File: src/rtl/sysid_pkg.sv
// Shared register map and CTRL bit positions for the sysid_regs peripheral.
package sysid_pkg;
    localparam int unsigned ADDR_ID      = 0;
    localparam int unsigned ADDR_TS      = 1;
    localparam int unsigned ADDR_UP_LO   = 2;
    localparam int unsigned ADDR_UP_HI   = 3;
    localparam int unsigned ADDR_SCRATCH = 4;
    localparam int unsigned ADDR_CTRL    = 5;

    localparam int unsigned CTRL_FREEZE  = 0;
    localparam int unsigned CTRL_CLEAR   = 1;
endpackage

File: src/rtl/sysid_uptime.sv
// Prescaled free-running 64-bit uptime counter with freeze and clear.
module sysid_uptime #(
    parameter int TICK_DIV = 1
) (
    input  logic        clock,
    input  logic        reset,
    input  logic        freeze,
    input  logic        clear,
    output logic [63:0] uptime
);
    localparam int PW = (TICK_DIV > 1) ? $clog2(TICK_DIV) : 1;
    localparam logic [PW-1:0] PRE_LAST = PW'(TICK_DIV - 1);

    logic [PW-1:0] prescale;
    logic [63:0]   count;

    // Clear outranks both freeze and the tick so software gets an exact zero.
    always_ff @(posedge clock) begin
        if (reset || clear) begin
            prescale <= '0;
            count    <= '0;
        end else if (!freeze) begin
            if (prescale == PRE_LAST) begin
                prescale <= '0;
                count    <= count + 64'd1;
            end else begin
                prescale <= prescale + PW'(1);
            end
        end
    end

    assign uptime = count;
endmodule

File: src/rtl/sysid_regs.sv
// Avalon-MM system ID / uptime peripheral: ID, timestamp, atomic uptime, scratch, ctrl.
module sysid_regs
    import sysid_pkg::*;
#(
    parameter logic [31:0] SYSTEM_ID     = 32'h0000_0000,
    parameter logic [31:0] TIMESTAMP     = 32'h0000_0000,
    parameter int          ADDR_W        = 3,
    parameter int          TICK_DIV      = 1,
    parameter logic [31:0] SCRATCH_RESET = 32'h0000_0000,
    parameter int          HB_BIT        = 24
) (
    input  logic              clock,
    input  logic              reset,
    input  logic [ADDR_W-1:0] address,
    input  logic              read,
    input  logic              write,
    input  logic [31:0]       writedata,
    input  logic [3:0]        byteenable,
    output logic [31:0]       readdata,
    output logic              readdatavalid,
    output logic              heartbeat
);
    localparam logic [ADDR_W-1:0] A_ID      = ADDR_W'(ADDR_ID);
    localparam logic [ADDR_W-1:0] A_TS      = ADDR_W'(ADDR_TS);
    localparam logic [ADDR_W-1:0] A_UP_LO   = ADDR_W'(ADDR_UP_LO);
    localparam logic [ADDR_W-1:0] A_UP_HI   = ADDR_W'(ADDR_UP_HI);
    localparam logic [ADDR_W-1:0] A_SCRATCH = ADDR_W'(ADDR_SCRATCH);
    localparam logic [ADDR_W-1:0] A_CTRL    = ADDR_W'(ADDR_CTRL);

    logic [63:0] uptime;
    logic [31:0] hi_shadow;
    logic [31:0] scratch;
    logic        freeze;
    logic        clear;
    logic        wr_ctrl;
    logic [31:0] rdata_mux;

    assign wr_ctrl = write && (address == A_CTRL) && byteenable[0];
    assign clear   = wr_ctrl && writedata[CTRL_CLEAR];

    sysid_uptime #(
        .TICK_DIV(TICK_DIV)
    ) u_uptime (
        .clock  (clock),
        .reset  (reset),
        .freeze (freeze),
        .clear  (clear),
        .uptime (uptime)
    );

    always_comb begin
        rdata_mux = '0;
        case (address)
            A_ID:      rdata_mux = SYSTEM_ID;
            A_TS:      rdata_mux = TIMESTAMP;
            A_UP_LO:   rdata_mux = uptime[31:0];
            A_UP_HI:   rdata_mux = hi_shadow;
            A_SCRATCH: rdata_mux = scratch;
            A_CTRL:    rdata_mux[CTRL_FREEZE] = freeze;
            default:   rdata_mux = '0;
        endcase
    end

    // Read mux samples pre-edge state, so a colliding write is seen by the next read only.
    always_ff @(posedge clock) begin
        if (reset) begin
            scratch       <= SCRATCH_RESET;
            freeze        <= 1'b0;
            hi_shadow     <= '0;
            readdata      <= '0;
            readdatavalid <= 1'b0;
            heartbeat     <= 1'b0;
        end else begin
            if (write && address == A_SCRATCH) begin
                for (int i = 0; i < 4; i++) begin
                    if (byteenable[i]) scratch[8*i +: 8] <= writedata[8*i +: 8];
                end
            end
            if (wr_ctrl) freeze <= writedata[CTRL_FREEZE];
            if (read && address == A_UP_LO) hi_shadow <= uptime[63:32];
            readdatavalid <= read;
            readdata      <= read ? rdata_mux : '0;
            heartbeat     <= uptime[HB_BIT];
        end
    end
endmodule

File: config.mk
export PLATFORM = sky130hd
export DESIGN_NAME = sysid_regs
export DESIGN_NICKNAME = d
export VERILOG_FILES = /design/src/rtl/sysid_pkg.sv /design/src/rtl/sysid_uptime.sv /design/src/rtl/sysid_regs.sv
export SDC_FILE = /design/constraint.sdc
export NUM_CORES = 1
export LEC_CHECK = 0
export CORE_ASPECT_RATIO = 0.9
export CORE_UTILIZATION = 30
export CTS_BUF_LIST = sky130_fd_sc_hd__clkbuf_8
export DETAILED_ROUTE_END_ITERATION = 7
export REMOVE_ABC_BUFFERS = 1
export SLEW_MARGIN = 20
export SYNTH_ARGS = -nofsm -noshare
export SYNTH_HDL_FRONTEND = slang
export SYNTH_SLANG_ARGS = --single-unit
export TNS_END_PERCENT = 100
File: constraint.sdc
create_clock -name clock -period 6 [get_ports clock]
set_input_delay 1.2 -clock clock [delete_from_list [all_inputs] [get_ports clock]]
set_output_delay 1.2 -clock clock [all_outputs]
set_load 0.02 [all_outputs]
==> flow_results.org, run 1 <==
** Outcome
- Run status :: complete, no violations

** Worst setup path
- STA classifies the critical path endpoint as a flop.
- Data arrival, critical path :: 3.12 ns
- For this run, the slowest stage of the critical path takes 0.67 ns.
- Crit path required time :: 6.31 ns
- Grouping stages by cell kind, the critical path spends the most delay in buffers and inverters.
- CP bufs+invs :: 2
- STA classifies the critical path startpoint as an input port.
- On the critical path, the stage with the largest delay is an instance of sky130_fd_sc_hd__clkdlybuf4s50_1.
- Critical path start-end classification :: input port to flop
- The critical path goes through clkdlybuf4s50_1 -> nand2_1 -> nor3_1 -> a21o_2 -> buf_4 -> nor2_1.
- Along the worst path, the maximum fanout reaches 64.

** Synth
- Number of cells produced by synthesis :: 835
- Largest cells by area after synthesis :: sky130_fd_sc_hd__dfxtp_1 (48%), sky130_fd_sc_hd__a21oi_1 (8.5%), sky130_fd_sc_hd__nand2_1 (6.7%)
- In the synthesized netlist the async set-or-reset flop fraction comes to 0%.
- Summed over all instances, the cell type with the most area after synthesis is sky130_fd_sc_hd__dfxtp_1.
- Portion of synthesized cell area occupied by the leading cell type :: 47.7%
- Synthesized flop and latch total :: 163
- Sequential element share of the synthesized area :: 47.7%
- Total standard cell area after synthesis :: 6840 sq um
- The netlist uses 41 different library cells.
- In the synthesized netlist the dominant register cell turns out to be sky130_fd_sc_hd__dfxtp_1.
- Post-synth EDFFs :: 0
- For this run, the number of Yosys warnings is 0.
- Synthesized area divided by synthesized cell count :: 8.19 sq um

** Floorplan
- The initial utilization of the core area, before any placement, comes to 30.5%.
- Std-Cell Rows :: 52
- Core outline area :: 22,400 sq um
- The floorplan step set the die height to 145 um.
- Count of pins on the block boundary :: 77
- Die X-Extent :: 161 um
- The die covers 23,400 sq um.

** Clocking
- Counting the buffers created by CTS gives 17.
- CTS root buffer :: sky130_fd_sc_hd__clkbuf_8
- Cts repair resizes :: 0
- Buffers inserted during post-CTS setup optimization :: 0
- Number of buffers between clock root and the deepest sink :: 2
- Clock-pin slew was measured on the worst setup and hold paths at 0.08 ns.
- Post-CTS Hold Buffers :: 0
- CTS sink count :: 163
- Clock insertion delay at the later pin of the skew report :: 0.45 ns
- TritonCTS clock tree :: done
- H-tree depth :: 4

** Flow run
- Across the run, the number of max-cap violations was 0.

** Finish
- Cell area after layout :: 8290 sq um
- Compared with the post-synthesis result, the final layout area differs by 21.2%.
- Fill cells in the final layout number 2,290.
- The library cell used most frequently in the layout, excluding fill and tap cells, is sky130_fd_sc_hd__dfxtp_1.
- The number of antenna diodes in the final layout is 0.
- # nets final :: 936
- Leaving out fill and tap cells, the most frequent cells in the layout are sky130_fd_sc_hd__dfxtp_1 (163), sky130_fd_sc_hd__nand2_1 (122), sky130_fd_sc_hd__a21oi_1 (116), sky130_fd_sc_hd__nor2_1 (106), sky130_fd_sc_hd__clkdlybuf4s50_1 (74).
- Cells with a size suffix above 1 make up 5.75% of the layout.

** GRT
- Maximum number of pins on one net before global-route repair :: 65
- Wire length of the first global-routing pass :: 27,900 um
- Remaining Overflow, GRT :: 0
- The via count of the first global-routing pass was 5,522.
- The number of antenna violations at the first check in global routing was 0.
- Global routing used 14.6% of the available tracks across all layers.

** Pwr
- Across the VDD grid, the largest voltage drop is 0.132 mV.
- Overall power consumption :: 2010 uW
- For this design the static power due to leakage is 0.00266 uW.
- Power Density :: 243 nW/um^2

** Placement
- HPWL Detailed :: 11,600 um
- Count of buffers inserted at the top-level ports :: 76
- Area after DPL :: 7880 sq um
- Final GP Congestion :: 0.833
- At the placement stage, the worst setup path has a slack of 2.71 ns.

** STA
- Summed negative setup slack over all endpoints :: 0 ns
- Hold is met by 0.457 ns.
- Setup repair after global routing left no endpoint under its margin.
- Derived from the worst setup path, the maximum achievable clock frequency is 356 MHz.
- Setup violations remaining at the end of the flow were counted as 0.
- Final clock period utilization by the worst path :: 46.8%
- Skew final :: 0.00999 ns
- Measured against its own limit, the worst slew margin works out to 33.2%.
- Transition at the pin with the smallest max-transition slack :: 0.993 ns
- Subtracting the final worst setup slack from the clock period gives 2.81 ns.
- Final slew viol count :: 0
- The number of hold violations in the final report was 0.
- Setup ws final :: 3.19 ns

** Route
- The first detailed-routing pass ran for 5 iterations.
- In the routed layout, each cell is associated on average with a via count of 4.85.
- In the final routed layout, each cell accounts on average for 13.7 um.
- In this run the remaining antenna-violating nets after routing total 0.
- The detailed router placed 5,827 vias in this run.
- In this run, the number of DRC markers left after iteration 0 of detailed routing was 304.
- Routed wire length :: 16,500 um
- In the routed design, unresolved DRC markers number 0.

** Worst hold path
- Hold Crit Class :: flop to flop
-- synthesized netlist by cell type, drive strengths merged (4+ instances only) --
| cell type | n |
|---|---|
| a21oi | 116 |
| and2 | 5 |
| and3 | 7 |
| and4 | 8 |
| buf | 4 |
| clkbuf | 45 |
| dfxtp | 163 |
| inv | 11 |
| mux2i | 34 |
| nand2 | 122 |
| nand3 | 50 |
| nand4 | 30 |
| nor2 | 106 |
| nor2b | 8 |
| nor3 | 12 |
| nor4 | 15 |
| o21ai | 17 |
| or3 | 15 |
| or4 | 4 |
| xnor2 | 20 |
| xor2 | 22 |
-- where the power goes --
group	internal, uW	switching, uW
Clock	443	387
Sequential	1090	5.18
Combinational	39.4	51.9
Total	1570	445
-- final timing paths --
kind / startpoint / to / slack (ns) / cells after the start
worst max-delay path: byteenable[0] / u_uptime.uptime[8] / 3.19 / 6
worst max register to register: u_uptime.uptime[6] / u_uptime.uptime[63] / 3.25 / 5
worst min-delay path: hi_shadow[1] / hi_shadow[1] / 0.46 / 2
worst min register to register: hi_shadow[1] / hi_shadow[1] / 0.46 / 2
-- cell type report --
type                            count  area [sq um]  share of cell area [%]
Sequential cell                   163          3260                    39.4
Clock inverter                     15           176                    2.13
Inverter                           11          41.3                   0.498
Timing Repair Buffer               87           833                    10.0
Clock buffer                       17           234                    2.82
Multi-Input combinational cell    612          3370                    40.7
Tap cell                          297           372                    4.48
-- worst register-to-register path, stage by stage (launching register included) --
cell                      delay (ns)
sky130_fd_sc_hd__dfxtp_1        0.45
sky130_fd_sc_hd__nand4_1        0.32
sky130_fd_sc_hd__nor4_4         0.67
sky130_fd_sc_hd__nand4_1        0.48
sky130_fd_sc_hd__or4_1          0.61
sky130_fd_sc_hd__a21oi_1        0.15
-- registers in the layout, summed over array words and instances, names as in the netlist --
name and flops:
hi_shadow 32, heartbeat 1, readdatavalid 1, freeze 1, u_uptime.uptime 64, readdata 32, scratch 32
-- stage by stage --
stage               std cells  util [%]
floorplan                 786         -
global placement         1170      35.1
detailed placement       1170      35.1
CTS                      1202      36.9
global route             1202      36.9
finish                   1202      36.9
-- per-layer routing --
metal | wire length (um) | track usage, % | vias up
li1 | - | - | 3001
met1 | 8530 | 21.5 | 2712
met2 | 7130 | 21.3 | 97
met3 | 602 | 2.60 | 17
met4 | 216 | 5.09 | 0
met5 | 0 | 0 | -
-- cells by family (layout without fill, tap and decap cells) --
kind of cell | Yosys count | in the layout | share of synthesized area (%)
AOI/OAI and AO/OA | 140 | 140 | 10.6
xor gates and xnor gates | 42 | 42 | 5.38
adders and majority gates | 1 | 1 | 0.183
buffers and inverters | 60 | 130 | 3.33
DFF | 163 | 163 | 47.7
muxes | 34 | 34 | 4.97
and+or+nand+nor | 395 | 395 | 27.8
No activity file was read; power rests on OpenSTA's default activity.
==> inputs of run 2 (changes only) <==
- clock period: 6 -> 2.8 ns (I/O delays scaled with it)
==> flow_results.org, run 2 (synthesis results as in run 1) <==
** Floorplan
- Full die area :: 23,400 sq um
- The initialized floorplan defines 52 standard-cell rows.
- Overall die height :: 145 um
- The floorplan step defined a core boundary enclosing 22,400 sq um.
- Count of pins on the block boundary :: 77
- In this run the horizontal extent of the chip is 161 um.
- The initial utilization of the core area, before any placement, comes to 30.5%.

** Clocking
- H-tree depth :: 4
- Buffers inserted to repair hold after CTS numbered 0.
- Number of CTS-inserted buffers :: 17
- Gates resized during post-CTS repair numbered 0.
- Clock-pin slew was measured on the worst setup and hold paths at 0.08 ns.
- Buffers inserted during post-CTS setup optimization :: 0
- Number of buffers between clock root and the deepest sink :: 2
- CTS sink count :: 163
- TritonCTS clock tree :: done
- The later pin in the worst-skew pair is clocked with a latency of 0.46 ns.
- CTS root buffer :: sky130_fd_sc_hd__clkbuf_8

** Finish
- Most common cell after layout, fill and taps aside :: sky130_fd_sc_hd__dfxtp_1
- The finished cells cover 8440 sq um.
- # nets final :: 947
- In the layout the commonest cells are sky130_fd_sc_hd__dfxtp_1 (163), sky130_fd_sc_hd__nand2_1 (122), sky130_fd_sc_hd__a21oi_1 (116), sky130_fd_sc_hd__nor2_1 (106), sky130_fd_sc_hd__clkdlybuf4s50_1 (74).
- The register with the most flip-flops in the layout has 64 of them.
- Proportion of layout cells with a drive suffix above 1 :: 7.42%
- The repair_antennas step left the layout with diodes totalling 0.
- For this run, the share of the core covered by cells in the final layout is 37.6%.
- Syn-to-layout area delta :: 23.3%

** STA
- Based on the critical path, the design can be clocked at up to 414 MHz.
- The routed design could run at a clock period as short as 2.42 ns.
- After layout, the worst path uses 86.3% of the clock period.
- Skew final :: 0.0103 ns
- Final Hold Viols :: 0
- For the pin with the worst max-slew slack, the measured transition is 0.656 ns.
- Unrepaired setup endpoints after global routing :: false
- The final max-slew violation count was 0.
- Number of setup violations in the final report :: 0
- Headroom to the max-slew limit :: 55.9%
- Once routing completed, OpenROAD measured the worst setup slack at 0.384 ns.

** Pwr
- Power spread over the standard cell area amounts to 522 nW/um^2.
- In this run the power spent charging and discharging nets is 1000 uW.
- Power comes to 4400 uW.
- Static leakage :: 0.00274 uW
- Fraction of power spent switching nets :: 22.7%
- VDD sags by at most 0.296 mV.
- The clock network is responsible for 42.2% of the overall power.
- Cell internal power was estimated by the tool at 3400 uW.
- Comb pwr share :: 4.7%
- Sequential Power Share :: 53.1%

** Route
- DRT Pass-1 Iters :: 4
- In this run the remaining antenna-violating nets after routing total 0.
- DRC violations left :: 0
- In the routed layout, each cell is associated on average with a via count of 4.88.
- Wirelength per Cell :: 13.9 um
- Routed wire length :: 16,900 um
- DR iter-0 viols :: 333
- Via count :: 5,924

** Placement
- Post-placement setup slack :: 0.438 ns
- Count of buffers inserted at the top-level ports :: 76
- After detailed placement, the total cell area comes to 8000 sq um.
- HPWL Detailed :: 11,800 um
- Final GP Congestion :: 0.837

** Outcome
- The flow ran to the end, and the final reports show no timing, DRC or antenna violations.

** GRT
- Global routing finished with a remaining overflow of 0.
- The via count of the first global-routing pass was 5,584.
- The first global-routing pass estimated 28,200 um of wire.
- Maximum number of pins on one net before global-route repair :: 55
- Aggregate global-route resource usage :: 15.0%
- The number of antenna violations at the first check in global routing is 0.

** Worst setup path
- Data on the critical path is required at its endpoint by 3.14 ns.
- Data arrival, critical path :: 2.75 ns
- CP Capture Type :: flop
- Startpoint types :: flop
- For this design, the slowest cell found on the critical path is sky130_fd_sc_hd__or4_1.
- In this design, the stage delay of the slowest critical-path cell is 0.72 ns.
- CP max FO :: 7
- The setup path with the least slack is of type flop to flop.
- The critical path goes through nand4_2 -> or4_1 -> or4_4 -> o31ai_2 -> a21oi_1.

** Worst hold path
- The worst hold path belongs to the class flop to flop.

** Flow run
- Max-cap violations in this run came to 0.
## run 2: changes by cell type in the layout (fill, tap and decap cells not counted), moves of 3 or more
cell	previous run	this run
sky130_fd_sc_hd__clkinv_4	0	3
sky130_fd_sc_hd__clkinvlp_4	3	0
sky130_fd_sc_hd__buf_12	0	3
sky130_fd_sc_hd__inv_1	16	11
sky130_fd_sc_hd__buf_4	11	19
sky130_fd_sc_hd__clkbuf_8	17	21
## run 2: final cells by class
| type | instances | area, sq um |
|---|---|---|
| multi-input cells | 612 | 3370 |
| well taps | 297 | 372 |
| flip-flops and latches | 163 | 3260 |
| fillers | 2332 | 14000 |
| clock inverters | 11 | 149 |
| repair buffers | 98 | 953 |
| clock buffers | 21 | 289 |
| inverters | 11 | 41.3 |
## run 2: critical path, delay by kind of cell (launching register included)
kind | cells | cell delay, ns
AO/OA/AOI/OAI | 2 | 0.29
AND/OR/NAND/NOR | 3 | 1.53
flip-flops | 1 | 0.48
## run 2: final timing paths
check,from,to,depth (start not counted),slack [ns]
max,u_uptime.uptime[14],u_uptime.uptime[62],5,0.38
max reg2reg,u_uptime.uptime[14],u_uptime.uptime[62],5,0.38
min,hi_shadow[18],hi_shadow[18],2,0.46
min reg2reg,hi_shadow[18],hi_shadow[18],2,0.46
## run 2: metal layers
layer / wire [um] / global-route usage [%]
met1: 8470 / 21.1
met2: 7480 / 22.6
met3: 775 / 2.97
met4: 171 / 4.86
met5: 0 / 0
## run 2: power groups by stage
stage	Combinational (uW)	Clock (uW)	Sequential, uW
global placement	209	0	2390
global route	226	2010	2340
detailed placement	210	0	2390
CTS	211	1900	2340
finish	208	1860	2340
floorplan	65.0	0	2390
## run 2: stage by stage
| step | TNS [ns] | hold WS [ns] | instances |
|---|---|---|---|
| after floorplan | -69.83 | 0.430 | 786 |
| after global placement | 0 | 0.442 | 1181 |
| after detailed placement | 0 | 0.446 | 1181 |
| after CTS | 0 | 0.448 | 1213 |
| after global routing | 0 | 0.467 | 1213 |
| final | 0 | 0.458 | 1213 |
==> inputs of run 3 (changes only) <==
- CTS_CLUSTER_SIZE: not set -> 10
==> results of run 3 <==
No change in the layout: final DEF, timing and power equal those of run 2.
